$ cat src/rtl/pipelined_mac_pe.sv
// Two-stage MAC processing element: per-element products, then accumulate.
// Valid/ready on both sides, signed/unsigned operands, optional saturation.
module pipelined_mac_pe #(
    parameter int InDataWidth  = 8,
    parameter int NumInputs    = 4,
    parameter int OutDataWidth = 32
) (
    input  logic                                  clk_i,
    input  logic                                  rst_ni,
    input  logic [NumInputs-1:0][InDataWidth-1:0] a_i,
    input  logic [NumInputs-1:0][InDataWidth-1:0] b_i,
    input  logic                                  in_valid_i,
    output logic                                  in_ready_o,
    input  logic                                  signed_i,
    input  logic                                  sat_en_i,
    input  logic                                  init_save_i,
    input  logic                                  last_i,
    input  logic                                  acc_clr_i,
    output logic [OutDataWidth-1:0]               c_o,
    output logic                                  out_valid_o,
    input  logic                                  out_ready_i,
    output logic                                  ovf_o
);

    localparam int PW = 2 * InDataWidth;
    localparam int W  = OutDataWidth;

    localparam logic [W-1:0] MaxVal = {1'b0, {(W-1){1'b1}}};
    localparam logic [W-1:0] MinVal = {1'b1, {(W-1){1'b0}}};

    typedef struct packed {
        logic                          valid;
        logic                          sgn;
        logic                          sat;
        logic                          init;
        logic                          last;
        logic [NumInputs-1:0][PW-1:0]  prod;
    } s1_t;

    s1_t                          s1_q;
    s1_t                          s1_d;
    logic [NumInputs-1:0][PW-1:0] prod_d;
    logic                         en;
    logic                         accept;
    logic [W:0]                   sum;
    logic [W:0]                   base;
    logic [W:0]                   res;
    logic                         ovf;
    logic [W-1:0]                 acc_q;
    logic [W-1:0]                 acc_d;

    // A pending result that nobody takes freezes the whole pipe.
    assign en         = !(out_valid_o && !out_ready_i);
    assign in_ready_o = en && !acc_clr_i;
    assign accept     = in_valid_i && in_ready_o;
    assign c_o        = acc_q;

    // Low PW bits of the extended product are exact in both modes.
    for (genvar i = 0; i < NumInputs; i++) begin : g_prod
        logic [PW-1:0] ae;
        logic [PW-1:0] be;
        assign ae = {{InDataWidth{signed_i & a_i[i][InDataWidth-1]}}, a_i[i]};
        assign be = {{InDataWidth{signed_i & b_i[i][InDataWidth-1]}}, b_i[i]};
        assign prod_d[i] = ae * be;
    end

    // Bundle the accepted beat for stage 1.
    always_comb begin
        s1_d       = '0;
        s1_d.valid = accept;
        s1_d.sgn   = signed_i;
        s1_d.sat   = sat_en_i;
        s1_d.init  = init_save_i;
        s1_d.last  = last_i;
        s1_d.prod  = prod_d;
    end

    // Stage 1 register; a clear drops whatever beat is in flight.
    always_ff @(posedge clk_i) begin
        if (!rst_ni) begin
            s1_q <= '0;
        end else if (acc_clr_i) begin
            s1_q.valid <= 1'b0;
        end else if (en) begin
            s1_q <= s1_d;
        end
    end

    // Reduce products and form the next accumulator with one guard bit.
    always_comb begin
        sum = '0;
        for (int i = 0; i < NumInputs; i++) begin
            sum = sum + {{(W+1-PW){s1_q.sgn & s1_q.prod[i][PW-1]}},
                         s1_q.prod[i]};
        end
        base  = s1_q.init ? '0 : {acc_q[W-1], acc_q};
        res   = base + sum;
        ovf   = res[W] ^ res[W-1];
        acc_d = res[W-1:0];
        unique case (1'b1)
            (!ovf || !s1_q.sat):          acc_d = res[W-1:0];
            (ovf && s1_q.sat && res[W]):  acc_d = MinVal;
            (ovf && s1_q.sat && !res[W]): acc_d = MaxVal;
        endcase
    end

    // Stage 2: accumulator, sticky overflow and result valid.
    always_ff @(posedge clk_i) begin
        if (!rst_ni || acc_clr_i) begin
            acc_q       <= '0;
            ovf_o       <= 1'b0;
            out_valid_o <= 1'b0;
        end else begin
            if (en && s1_q.valid) begin
                acc_q <= acc_d;
                if (ovf) begin
                    ovf_o <= 1'b1;
                end else if (s1_q.init) begin
                    ovf_o <= 1'b0;
                end
            end
            if (en && s1_q.valid && s1_q.last) begin
                out_valid_o <= 1'b1;
            end else if (out_ready_i) begin
                out_valid_o <= 1'b0;
            end
        end
    end

endmodule

$ cat config.mk
export PLATFORM = sky130hd
export DESIGN_NAME = pipelined_mac_pe
export DESIGN_NICKNAME = d
export VERILOG_FILES = /design/src/rtl/pipelined_mac_pe.sv
export SDC_FILE = /design/constraint.sdc
export NUM_CORES = 1
export LEC_CHECK = 0
export BUFFER_PORTS_ARGS = -buffer_cell sky130_fd_sc_hd__buf_2
export CAP_MARGIN = 30
export CORE_MARGIN = 3
export CORE_UTILIZATION = 50
export CTS_BUF_LIST = sky130_fd_sc_hd__clkbuf_4 sky130_fd_sc_hd__clkbuf_8
export CTS_CLUSTER_SIZE = 40
export DETAILED_ROUTE_END_ITERATION = 8
export PLACE_DENSITY_LB_ADDON = 0.12
export SLEW_MARGIN = 0
export SYNTH_ARGS = -nofsm -noshare
export SYNTH_HDL_FRONTEND = slang
export SYNTH_SLANG_ARGS = --single-unit
$ cat constraint.sdc
create_clock -name clk_i -period 15.4 [get_ports clk_i]
set_clock_uncertainty 0.15 [all_clocks]
set_input_delay 3.08 -clock clk_i [delete_from_list [all_inputs] [get_ports clk_i]]
set_output_delay 3.08 -clock clk_i [all_outputs]
set_load 0.01 [all_outputs]
* Yosys cells after proc, flatten, opt, wreduce, memory -nomap -nowiden
Cells that the tools add are included.
** Operators by class
- Add/sub/neg operators :: 4
- Multipliers :: 4
- Multiplexer cells :: 6
- Bitwise operators :: 16
- Reduce and logical (&&, ||, !) cells :: 22
** Operator list (count)
- 32-bit one-hot mux with 3 select lines :: 1
- 9-bit by 9-bit multiplier with 16-bit output :: 4
- 33-bit adder :: 1
- 33-bit two-way mux :: 1
- 19-bit by 17-bit adder with 20-bit output :: 1
- 18-bit by 17-bit adder with 19-bit output :: 1
- 17-bit by 17-bit adder with 18-bit output :: 1
- 1-bit bitwise AND :: 12
- 1-bit logical AND :: 8
- 1-bit logical NOT :: 7
- 1-bit two-way mux :: 4
- 2-bit AND reduction :: 2
- 2-bit nonzero test :: 2
- 1-bit inverter :: 3
- 1-bit logical OR :: 2
- 2-bit OR reduction :: 1
- 1-bit XOR :: 1
** Storage, ports and cells
- Register bits after elaboration :: 103
- Word-level logic and storage cells :: 64

* Logic depth before layout (Yosys ltp)
- Word-level depth :: 9
- Gate-level depth with buffers :: 31
- Gate-level depth less buffers :: 30

* Worst setup path after synthesis
OpenSTA, ideal clock, no wires.
- Path type :: input-to-reg
- From :: input port signed_i
- To :: register s1_q[31] (netlist name)
- Setup time :: 0.115 ns
- Arrival :: 8.102 ns
- Required time :: 15.135 ns
- Setup slack :: 7.033 ns
- Stages on the path :: 23
- Path buffers :: 3
- Cells stage by stage :: clkbuf_1 clkbuf_1 clkbuf_1 nand3_1 fa_1 inv_1 fa_1 fa_1 fa_1 fa_1 ha_1 inv_1 nor2_1 nor2_1 o21bai_1 a21oi_1 o21bai_1 a21oi_1 o21bai_1 a21oi_1 xnor2_1 o21ai_0 and2_1
** Between the ends
- Cells in the longest elaborated chain, start to end :: 2
- Elaborated cells between the ends (all ways) :: 3
- Those cells by class :: mul (1); bitwise (2)
** RTL lines
- from (decl) :: RTL line 14 : input logic signed_i,
- 1-bit bitwise AND (on tied branches) :: RTL line 62, 63
- 9-bit by 9-bit multiplier with 16-bit output * :: RTL line 64 : assign prod_d[i] = ae * be;
- to (decl) :: RTL line 40 : s1_t s1_q;
Mark *: on every way between the ends. The rest lies on a longest branch, timed or not.
A chain may end at the register's enable or synchronous reset.

* Worst setup path after layout
- From :: input port signed_i
- To :: register s1_q[15] (netlist name)
The elaborated chain is that of the path after synthesis.

==> results.toml <==
[final_layout]
mostFrequentLayoutCells = "388 x sky130_fd_sc_hd__inv_1, 289 x sky130_fd_sc_hd__nand2_1, 288 x sky130_fd_sc_hd__fa_1"
diodes = 0
fraction_of_final_layout_cells_with_drive_strength_greater_than_1_pct = 9.40
final-instance-count-excl-fill = 2632
finalInstanceArea_sq_mm = 0.0194
num-fill-cells = 3424
layout_commonest_cell = "sky130_fd_sc_hd__inv_1"
layout-area-overhead-vs-synth_pct = 5.50
finalNetCount = 2708

[setup_path]
crit_path_cell_trace = "buf_2 -> buf_4 -> nand2_1 -> or2_2 -> fa_1 -> fa_1 -> fa_1 -> inv_1 -> fa_1 -> fa_1 -> ha_1 -> inv_1 -> nor2_1 -> nor2_1 -> o21bai_1 -> a21oi_1 -> o21bai_1 -> a21oi_1 -> o21bai_1 -> a21oi_1 -> xnor2_1 -> nand2_1 -> o211a_1"
kind_of_launch_point_of_the_worst_setup_path = "primary input"
worstReg2RegStart = "s1_q[1]"
launching_instance_or_port_of_the_critical_path = "signed_i"
timing.critical_path.slowest_cell_delay_ns = 0.55
worst_setup_path_end_kind = "flip-flop"
critical-path-top-cell-by-count = "sky130_fd_sc_hd__fa_1"
critical_path_fanout_max = 37
timing.critical_path.arrival_ns = 8.61
cp_slowest_cell = "sky130_fd_sc_hd__fa_1"
timing.reg2reg.setup_slack_ns = 7.61
cp.required_ns = 15.55
setup.worst_path.end = "s1_q[15]"
path_class = "in -> reg"
count_of_cells_along_the_worst_register_to_register_path = 30
r2r_end = "c_o[21]"

[synth]
postSynthNetCount = 2674
synth_sequential_area_ratio_pct = 11.2
ys_dominant_reg_cell = "sky130_fd_sc_hd__dfxtp_1"
synth.cell_area_sq_mm = 0.0184
synth_compound_area_share_pct = 12.5
yosys-mux-area-fraction_pct = 0.218
yosys_register_bits = 103
mapped_cells = 2132
synth-adder-area-share_pct = 43.7
ys_types = 68
synth_edf_count = 0
synthesis.area_per_instance_sq_um = 8.63
synth-warning-count = 0
async_reset_ff_share_pct = 0
synth_xor_area_share_pct = 5.43
synth_top_family_by_area = "adder cells"
synthSimpleGateAreaFrac_pct = 17.0

[sta]
period_needed_ns = 8.46
holdWs_ns = 0.313
setup_violations = 0
grt_setup_unrepaired = "no"
final-max-slew-violation-count = 0
setup_total_negative_slack_ns = 0
tightest_slew_margin_relative_to_the_limit_pct = 34.3
setup_slack_ns = 6.94
highest_clock_rate_ghz = 0.118
min_period_over_period_pct = 55.0
final_report_hold_violation_count = 0
worst-slew-pin-transition_ns = 0.986

[routing]
total_number_of_vias = 13700
antenna_left = 0
drc = 0
drt-initial-drc-count = 632
detail_route.first_pass.iterations = 5
routed_via_density = 5.22
route.final.wire_length_um = 40200
detail_routed_net_length_per_standard_cell_um = 15.3

[floorplan]
initial_standard_cell_utilization_of_the_core_pct = 51.2
num_rows = 69
die-width_um = 198
ios = 108
fp.dieArea_sq_mm = 0.0391
core_area_sq_mm = 0.0359
dieHeight_um = 198

[min_path]
min-delay-path-class = "reg -> reg"

[pwr]
combPwrFrac_pct = 80.4
switching_share_pct = 50.3
power_density_mw_per_mm2 = 140
internal-power_mw = 1.35
ir_worst_vdd_v = 0.0000717
seq_power_share_pct = 12.6
total_switching_power_mw = 1.36
static-leakage-power_nw = 9.48
clkPwrFrac_pct = 7.0

[place]
pre_cts_slack_ns = 6.50
post_dp_cell_area_sq_mm = 0.0192
place.detailed.hpwl_um = 33200
replace_congestion = 0.843
dp_cells = 2616
buffer_ports.inserted = 107

[flow_run]
max_cap_violations = 0

[cts]
cts-root-buf = "sky130_fd_sc_hd__clkbuf_8"
cts_tree = "done"
worst_setup_hold_path_clk_slew_ns = 0.11
resized_gates_after_cts = 0
cts.sink_count = 103
post_cts.repair.setup_buffers = 0
cts_made_buffers = 9
clock_tree.buffer_depth = 2
number_of_h_tree_levels = 3
cts_hold_repair.buffers = 0
insertion_delay_ns = 0.41

[grt]
grt_met3_usage_pct = 1.24
grt_overflow = 0
grt_max_degree = 83
grt_util_met1_pct = 29.9
grt_most_used_layer = "met2"
antenna_found_initial = 0
first_global_vias = 14200
track_usage_pct = 21.5
groute.layer.met2.usage_pct = 37.6
grt_pass1_wl_um = 69400

[outcome]
run_status = "finished clean"
final cells by class:
cell class	instances	area, sq um	share of cell area, %
repair buffers	114	588	3.03
well taps	461	577	2.97
inverters	391	1470	7.56
flip-flops and latches	103	2060	10.6
clock buffers	10	131	0.677
multi-input cells	1547	14500	74.7
clock inverters	6	76.3	0.393
sequential cells by signal (all words and copies together) (netlist names):
name	count
s1_q	69
c_o	32
out_valid_o	1
ovf_o	1
kinds of logic (layout without fill, tap and decap cells):
logic type | Yosys count | after routing
buffers and inverters | 482 | 521
adder cells (fa/ha/maj) | 469 | 469
AND/OR/NAND/NOR | 644 | 644
AO/OA/AOI/OAI | 316 | 316
flip-flops | 103 | 103
XOR/XNOR | 114 | 114
multiplexers | 4 | 4
power groups by stage:
stage	clock (mW)	combinational, mW	sequential (mW)
after detailed placement	0	2.19	0.347
after CTS	0.195	2.22	0.341
after global placement	0	2.15	0.345
after floorplan	0	1.74	0.337
final	0.190	2.18	0.341
after global routing	0.203	2.53	0.346
cell usage after synthesis, drive strengths merged, types with 19 or more instances:
master | instances | share of area (%)
xnor2 | 96 | 4.6
nor2 | 68 | 1.4
nand2 | 289 | 5.9
or2 | 34 | 1.2
ha | 181 | 12
o21ai | 61 | 1.7
a311oi | 21 | 1.6
and2 | 137 | 4.7
fa | 288 | 31
a21o | 19 | 0.78
o21bai | 33 | 1.3
a21boi | 32 | 1.3
a21oi | 84 | 2.4
nand3 | 25 | 0.71
clkbuf | 82 | 1.7
dfxtp | 103 | 11
inv | 390 | 8.0
nor2b | 36 | 1.2
worst min path at each step:
stage | slack (ns) | endpoint | start | cells past startpoint
after floorplan | 0.29 | out_valid_o | s1_q[64] | 2
after global placement | 0.30 | out_valid_o | s1_q[64] | 2
after detailed placement | 0.31 | s1_q[35] | s1_q[35] | 2
after CTS | 0.32 | out_valid_o | s1_q[64] | 2
after global routing | 0.34 | out_valid_o | s1_q[64] | 2
final | 0.31 | out_valid_o | s1_q[64] | 2
routing by layer:
metal,share of wire (%),routed length (um)
met2,49,19800
met4,1.2,474
met3,2.5,994
met1,47,19000
met5,0,0
critical path, delay by kind of cell:
kind | cells | cell delay, ns
buffers and inverters | 4 | 0.60
AO/OA/AOI/OAI | 7 | 1.02
adder cells (fa/ha/maj) | 6 | 2.82
XOR/XNOR | 1 | 0.14
AND/OR/NAND/NOR | 5 | 0.92
metrics by stage:
stage / power (mW) / util [%]
floorplan: 2.08 / -
global placement: 2.49 / 53.4
detailed placement: 2.54 / 53.4
CTS: 2.75 / 54.0
global route: 3.08 / 54.0
finish: 2.71 / 54.0
(Power assumes the default switching activity.)
